### config.mk
export PLATFORM = sky130hd
export DESIGN_NAME = stopwatch_ctrl
export DESIGN_NICKNAME = d
export VERILOG_FILES = /design/src/rtl/stopwatch_pkg.sv /design/src/rtl/stopwatch_ctrl_bcd_mod60.sv /design/src/rtl/stopwatch_ctrl.sv
export SDC_FILE = /design/constraint.sdc
export NUM_CORES = 1
export LEC_CHECK = 0
export BUFFER_PORTS_ARGS = -buffer_cell sky130_fd_sc_hd__clkbuf_2
export CAP_MARGIN = 20
export CORE_UTILIZATION = 53
export CTS_CLUSTER_SIZE = 16
export DETAILED_ROUTE_END_ITERATION = 10
export PLACE_DENSITY = 0.79
export SLEW_MARGIN = 15
export SYNTH_ARGS = -nofsm -noshare
export SYNTH_HDL_FRONTEND = slang
export SYNTH_SLANG_ARGS = --single-unit
### constraint.sdc
create_clock -name clk -period 2.4 [get_ports clk]
set_clock_uncertainty 0.05 [all_clocks]
set_input_delay 0.12 -clock clk [delete_from_list [all_inputs] [get_ports clk]]
set_output_delay 0.12 -clock clk [all_outputs]
set_load 0.1 [all_outputs]
### src/rtl/stopwatch_pkg.sv
// Shared types and constants for the stopwatch time-keeping path.
package stopwatch_pkg;

    // Controller modes; PAUSE is the reset state.
    typedef enum logic [1:0] {
        PAUSE  = 2'd0,
        RUN    = 2'd1,
        ADJUST = 2'd2
    } state_t;

    // Largest legal value of each BCD digit of a 00..59 field.
    localparam logic [3:0] ONES_MAX = 4'd9;
    localparam logic [3:0] TENS_MAX = 4'd5;

    // Bit positions of each digit inside the blank mask.
    localparam int BLANK_MIN_L = 3;
    localparam int BLANK_MIN_R = 2;
    localparam int BLANK_SEC_L = 1;
    localparam int BLANK_SEC_R = 0;

    // Blank mask that darkens both digits of the field being adjusted.
    function automatic logic [3:0] field_blank_mask(input logic sel_sec);
        logic [3:0] mask;
        mask = '0;
        if (sel_sec) begin
            mask[BLANK_SEC_L] = 1'b1;
            mask[BLANK_SEC_R] = 1'b1;
        end else begin
            mask[BLANK_MIN_L] = 1'b1;
            mask[BLANK_MIN_R] = 1'b1;
        end
        return mask;
    endfunction

endpackage

### src/rtl/stopwatch_ctrl_bcd_mod60.sv
// Two-digit BCD counter 00..59 with synchronous clear; used for minutes and seconds.
module bcd_mod60
    import stopwatch_pkg::*;
(
    input  logic       clk,
    input  logic       rst_n,
    input  logic       inc,
    input  logic       clr,
    output logic [3:0] tens,
    output logic [3:0] ones,
    output logic       carry
);

    logic [3:0] r_tens;
    logic [3:0] r_ones;
    logic       w_at_max;

    assign w_at_max = (r_ones == ONES_MAX) && (r_tens == TENS_MAX);
    // Rollover indication is combinational so the next field steps on the same edge.
    assign carry    = inc && w_at_max;
    assign tens     = r_tens;
    assign ones     = r_ones;

    // Digit registers: clear wins over increment; ones wrap 9->0 and bump tens, tens wrap 5->0.
    // NOTE: sequential state uses non-blocking (<=) so every register samples pre-edge values.
    always_ff @(posedge clk or negedge rst_n) begin
        if (!rst_n) begin
            r_tens <= '0;
            r_ones <= '0;
        end else if (clr) begin
            r_tens <= '0;
            r_ones <= '0;
        end else if (inc) begin
            if (r_ones == ONES_MAX) begin
                r_ones <= '0;
                r_tens <= (r_tens == TENS_MAX) ? 4'd0 : r_tens + 4'd1;
            end else begin
                r_ones <= r_ones + 4'd1;
            end
        end
    end

endmodule

### src/rtl/stopwatch_ctrl.sv
// Stopwatch mode controller: half-second prescaler, PAUSE/RUN/ADJUST FSM,
// minutes/seconds BCD fields and the per-digit blink mask.
module stopwatch_ctrl
    import stopwatch_pkg::*;
#(
    parameter int TICKS_PER_SEC = 100_000_000
) (
    input  logic       clk,
    input  logic       rst_n,
    input  logic       btn_pause,
    input  logic       btn_clear,
    input  logic       adj,
    input  logic       sel,
    output logic [3:0] min_l,
    output logic [3:0] min_r,
    output logic [3:0] sec_l,
    output logic [3:0] sec_r,
    output logic [3:0] blank,
    output logic       running
);

    localparam int             HALF_TICKS = TICKS_PER_SEC / 2;
    localparam int             PW         = (HALF_TICKS > 1) ? $clog2(HALF_TICKS) : 1;
    localparam logic [PW-1:0]  PRESC_LAST = PW'(HALF_TICKS - 1);

    state_t        r_state;
    state_t        w_state_next;
    logic [PW-1:0] r_presc;
    logic [PW-1:0] w_presc_next;
    logic          r_half;
    logic          w_half_next;
    logic [3:0]    r_blank;
    logic          r_running;

    logic          w_adj_enter;
    logic          w_adj_exit;
    logic          w_adj_evt;
    logic          w_counting;
    logic          w_half_pulse;
    logic          w_tick;
    logic          w_clr;
    logic          w_sec_inc;
    logic          w_min_inc;
    logic          w_sec_carry;
    logic          w_min_carry;

    // Event decode: an adj transition outranks clear, clear outranks counting, counting outranks pause.
    // NOTE: every always_comb output gets a default first so no latch can be inferred.
    always_comb begin
        w_adj_enter  = adj && (r_state != ADJUST);
        w_adj_exit   = !adj && (r_state == ADJUST);
        w_adj_evt    = w_adj_enter || w_adj_exit;
        w_clr        = btn_clear && !w_adj_evt;
        w_counting   = !w_adj_evt && !btn_clear && ((r_state == RUN) || (r_state == ADJUST));
        w_half_pulse = w_counting && (r_presc == PRESC_LAST);
        w_tick       = w_half_pulse && r_half;

        // Seconds step on a full tick in RUN or on each half-second when selected in ADJUST.
        w_sec_inc = ((r_state == RUN) && w_tick) ||
                    ((r_state == ADJUST) && w_half_pulse && sel);
        // Minutes take the seconds carry only in RUN; ADJUST fields are independent.
        w_min_inc = ((r_state == RUN) && w_sec_carry) ||
                    ((r_state == ADJUST) && w_half_pulse && !sel);
    end

    // Prescaler next value: zeroed on adj transitions and clear, held while paused.
    always_comb begin
        w_presc_next = r_presc;
        w_half_next  = r_half;
        if (w_adj_evt || btn_clear) begin
            w_presc_next = '0;
            w_half_next  = 1'b0;
        end else if (w_counting) begin
            if (r_presc == PRESC_LAST) begin
                w_presc_next = '0;
                w_half_next  = !r_half;
            end else begin
                w_presc_next = r_presc + PW'(1);
            end
        end
    end

    // Mode next-state: adj transitions first; btn_pause toggles PAUSE/RUN and is ignored in ADJUST.
    always_comb begin
        w_state_next = r_state;
        if (w_adj_enter) begin
            w_state_next = ADJUST;
        end else if (w_adj_exit) begin
            w_state_next = PAUSE;
        end else if (btn_pause) begin
            case (r_state)
                PAUSE:   w_state_next = RUN;
                RUN:     w_state_next = PAUSE;
                default: w_state_next = r_state;
            endcase
        end
    end

    // Prescaler and half-second phase registers.
    always_ff @(posedge clk or negedge rst_n) begin
        if (!rst_n) begin
            r_presc <= '0;
            r_half  <= 1'b0;
        end else begin
            r_presc <= w_presc_next;
            r_half  <= w_half_next;
        end
    end

    // FSM with registered outputs derived from the next state so they align with the mode change.
    always_ff @(posedge clk or negedge rst_n) begin
        if (!rst_n) begin
            r_state   <= PAUSE;
            r_running <= 1'b0;
            r_blank   <= '0;
        end else begin
            r_state   <= w_state_next;
            r_running <= (w_state_next == RUN);
            r_blank   <= ((w_state_next == ADJUST) && w_half_next) ? field_blank_mask(sel) : 4'b0000;
        end
    end

    bcd_mod60 u_sec (
        .clk   (clk),
        .rst_n (rst_n),
        .inc   (w_sec_inc),
        .clr   (w_clr),
        .tens  (sec_l),
        .ones  (sec_r),
        .carry (w_sec_carry)
    );

    bcd_mod60 u_min (
        .clk   (clk),
        .rst_n (rst_n),
        .inc   (w_min_inc),
        .clr   (w_clr),
        .tens  (min_l),
        .ones  (min_r),
        .carry (w_min_carry)
    );

    assign blank   = r_blank;
    assign running = r_running;

    // Minutes roll 59 -> 00 with nothing further to carry into.
    logic w_unused;
    assign w_unused = w_min_carry;

endmodule

==> summary by stage <==
Power and ir drop
The post-layout total power is 2.23 mW. The worst-case IR drop observed on VDD is 0.418 mV. Summed over all cells, the static leakage comes to 1.55 nW. The power per standard cell area is 637 mW/mm².

Logic synthesis
The cell count after synthesis came out at 307. Ranked by instance count, the synthesized netlist is headed by 48 x sky130_fd_sc_hd__dfrtp_1, 23 x sky130_fd_sc_hd__a21oi_1, 23 x sky130_fd_sc_hd__nand2_1. Counting flops with an async set or reset pin after synthesis yields a share of between 90% and 100%. Ranked by total cell area, the synthesized netlist is headed by sky130_fd_sc_hd__dfrtp_1 43%, sky130_fd_sc_hd__a21oi_1 4.1%, sky130_fd_sc_hd__a31oi_1 3.8%. The area share of and/or/nand/nor cells after synthesis is about a quarter. The count of flip-flops with a built-in enable after synthesis is 0. The post-synthesis mux area share is approximately 3.2%. In this run the biggest area consumer among cell types represents 43.1% of the synthesized area. The synthesized design contains 48 register bits. Summing the areas of all fa, ha and maj instances in the mapped netlist gives 2.69% of the synthesized area. Summed over all instances, the cell type with the most area after synthesis is sky130_fd_sc_hd__dfrtp_1. The post-synthesis sequential area ratio is 43.1%. The count of unique library cells instantiated by Yosys is 52. The largest family of logic cells by synthesized area is simple AND/OR/NAND/NOR gates. The XOR/XNOR share of the synthesized area is 1.26%. The most used flip-flop cell after synthesis is sky130_fd_sc_hd__dfrtp_1.

By instance count, the leading cell after synthesis is sky130_fd_sc_hd__dfrtp_1. Synthesis produced a netlist with a net count of 319. The synthesized netlist devotes between 10% and 20% of its cell area to compound gates. The synthesized area is 0.00279 mm².

The synthesis warning total is 0. The average size of a mapped cell is about 9 µm².

Worst setup path
In this design, the stage delay of the slowest critical-path cell is ~0.56 ns. Among cell families on the critical path, the largest total delay comes from simple AND/OR/NAND/NOR gates. The most prevalent standard cell on the critical path is sky130_fd_sc_hd__ha_4. The critical path data required time is 2.59 ns. The worst register-to-register path begins at r_state[1]$_DFF_PN0_. The terminus of the critical flop-to-flop path is u_min.tens[2]$_DFFE_PN0P_. The worst setup path is captured at a flop. The cell with the biggest individual delay on the critical path is sky130_fd_sc_hd__or4b_4. The critical setup path kind is flop to flop.

The largest fanout of any net on the critical path is 5. The most critical setup path has its startpoint at r_state[1]$_DFF_PN0_. The worst register-to-register path has a setup slack of -0.17 ns.

Traced cell by cell, the critical path runs through ha_4 > ha_4 > nand3b_1 > or4_4 > or4b_4 > buf_6 > or2_1 > o21ai_1. The data arrival at the endpoint of the critical path is 2.76 ns. The worst-case reg-to-reg path depth is 8. STA classifies the critical path startpoint as a flop.

Together, buffers and inverters on the worst path number 1.

Status
The final reports fail on negative setup slack. The flow ran to the end, but the final reports show violations.

GRT
For this run, the total global-route usage over all layers was measured as 26.5%. The pin count of the biggest net entering global routing is 40. The number of global-route vias before repair is 2416. The number of antenna violations at the first check in global routing is 0. The first-pass GRT wire length is between 10 and 15 mm. The total overflow left after global routing is 0.

Timing
The worst-case setup margin in the final layout is -0.168 ns. The worst pin sits at a relative slew slack of 56.7%. The fraction of the cycle the final worst path needs is 107%. Setup violations remaining at the end of the flow were counted as 11. The final number of hold-violating endpoints is 0. The slew at the pin with the worst max-slew slack is 0.649 ns. Based on the critical path, the design can be clocked at up to about 0.4 GHz. Setup repair after global routing could not meet its margin everywhere. The final count of pins violating max slew came to 0. The final hold slack is around 0.14 ns. For the finished layout, the period the worst path requires is ~2.6 ns.

Floorplanning
The floorplan has 26 rows. The initial utilization of the core area, before any placement, comes to a little over half. The placeable core region is 0.00507 mm². The horizontal extent of the die is 74.5 µm.

The I/O pin total is 27. The floorplan step defined a die boundary enclosing 0.00556 mm². The die span in y is 74.5 µm.

Routing
The number of iterations in the first detailed-routing pass is 4. The initial detailed-routing violation count is between 150 and 200. The via count is 2671. After detailed routing, the average wire length per cell comes to around 16 µm.

The DRC violation count after routing is 0. The remaining antenna violation count after routing is 0. The total wire length is about 6.9 mm. Using the TritonRoute via totals, the vias-per-cell ratio works out to around 6.

Clocking
No sink is reached through more buffers than the 2 on the longest clock path. At the later pin of the worst-skew pair, clock insertion delay measures 0.31 ns. Clock tree synthesis inserted a total of 5 buffers. The number of sinks handled by clock tree synthesis is 48. The CTS H-tree depth is 2. The clock-pin transition on the worst setup and hold timing paths is ~0.090 ns. TritonCTS built the clock tree. The root buffer cell chosen for the clock tree is sky130_fd_sc_hd__clkbuf_8.

Finish
At the end of the flow the core is filled with cells to 68.9%. Counting the fill cells in the layout gives 392. The total area of multi-input combinational cells is 0.00155 mm².

The net count of the finished layout is around 380. In the final layout, flip-flops and latches occupy approximately 0.0012 mm². The final cell count without fillers is 442. The number of diodes is 0. The synthesis-to-finish area growth is 25.3%. The fraction of layout instances using a drive strength above 1 is around 28%.

Placed design
Timing analysis after detailed placement gives a worst setup slack of -0.173 ns. Routability-driven placement finished with a final weighted congestion of 0.913. The number of placed instances, taps included, is 428. The detailed-placement wirelength estimate is 4.79 mm. During placement, the flow inserted port buffers numbering 26.

Flow run
Max-cap violations in this run came to 0.

Worst hold path
The path class of the tightest hold or removal check is input pin to flop. The hold path startpoint is btn_pause. The number of cells traversed by the worst hold path is 3.

The worst hold path terminates at r_state[0]$_DFF_PN0_.
[cells by family (layout without fill, tap and decap cells)]
kind of cell | Yosys count | in the layout
simple gates | 125 | 125
compound gates | 84 | 84
flops | 48 | 48
buf+inv | 31 | 96
mux | 9 | 9
fa+ha+maj | 6 | 6
xor+xnor | 4 | 4
[report_power, final]
| group | switching (mW) | total, mW | internal, mW |
|---|---|---|---|
| logic | 0.513 | 0.887 | 0.375 |
| clock network | 0.270 | 0.475 | 0.205 |
| registers | 0.0250 | 0.864 | 0.839 |
| total | 0.807 | 2.23 | 1.42 |
[state kept, by name (all words and copies together) (netlist names)]
register / cells
running: 1
u_min.tens: 4
u_min.ones: 4
u_sec.tens: 4
r_state: 2
r_half: 1
u_sec.ones: 4
blank: 2
r_presc: 26
[stage by stage]
| stage | cell area, µm² | TNS (ns) |
|---|---|---|
| 4_1_cts | 3430 | -0.843 |
| 6_report | 3490 | -1.02 |
| 2_1_floorplan | 2840 | -1.06 |
| 3_5_place_dp | 3280 | -1.12 |
| 5_1_grt | 3490 | -1.93 |
| 3_3_place_gp | 3280 | -0.665 |
[cells in the final DEF (no fill, tap or decap), drive strengths merged, types with 4 or more instances in the layout]
cell and n:
nand2b 4, dfrtp 48, nor2 15, inv 15, o211ai 5, or4 5, and4 4, a31oi 17
and3 4, a21o 8, nor4 6, nand4 13, a21oi 23, a22o 4, buf 45, nor3 7
o21ai 15, mux2i 9, nand2 23, nand3 19, and2 5, ha 6, clkbuf 33
[worst register-to-register path: cells and delay by family, from the launching register on]
kind                     cells  cell delay [ns]
AO/OA/AOI/OAI                1             0.13
AND/OR/NAND/NOR              4             1.32
flip-flops                   1             0.43
adder cells (fa/ha/maj)      2             0.44
buffers and inverters        1             0.15
[routing by layer]
metal	wire [µm]	vias to the layer above	GRT usage, %	part of all wire [%]
li1	-	1290	-	-
met1	3050	1279	34.1	44
met2	3430	85	44.6	50
met3	295	17	3.52	4.3
met4	148	0	11.3	2.1
met5	0	-	0	0
[how the worst max path moves through the flow]
| stage | endpoint | slack (ns) | cells after the start |
|---|---|---|---|
| floorplan | u_min.tens[0]$_DFFE_PN0P_ | -0.18 | 7 |
| global placement | u_min.tens[1]$_DFFE_PN0P_ | -0.13 | 6 |
| detailed placement | u_min.tens[2]$_DFFE_PN0P_ | -0.17 | 6 |
| CTS | u_min.tens[2]$_DFFE_PN0P_ | -0.16 | 9 |
| global route | u_min.tens[2]$_DFFE_PN0P_ | -0.24 | 8 |
| finish | u_min.tens[2]$_DFFE_PN0P_ | -0.17 | 8 |
[cell type report]
class / instances / area share [%]
multi-input combinational: 228 / 44.5
tap: 70 / 2.51
sequential: 48 / 34.5
clock buffer: 7 / 2.18
inverter: 15 / 1.61
timing repair buffer: 73 / 14.6
clock inverter: 1 / 0.143
[repair_timing]
item	4_1_cts	5_1_grt
resized for setup	8	11
endpoints found under the setup margin	12	17
cloned	1	0
hold endpoints to repair	19	0
pin swaps	3	4
setup buffers	1	2
hold buffers	2	0
(Power assumes the default switching activity.)
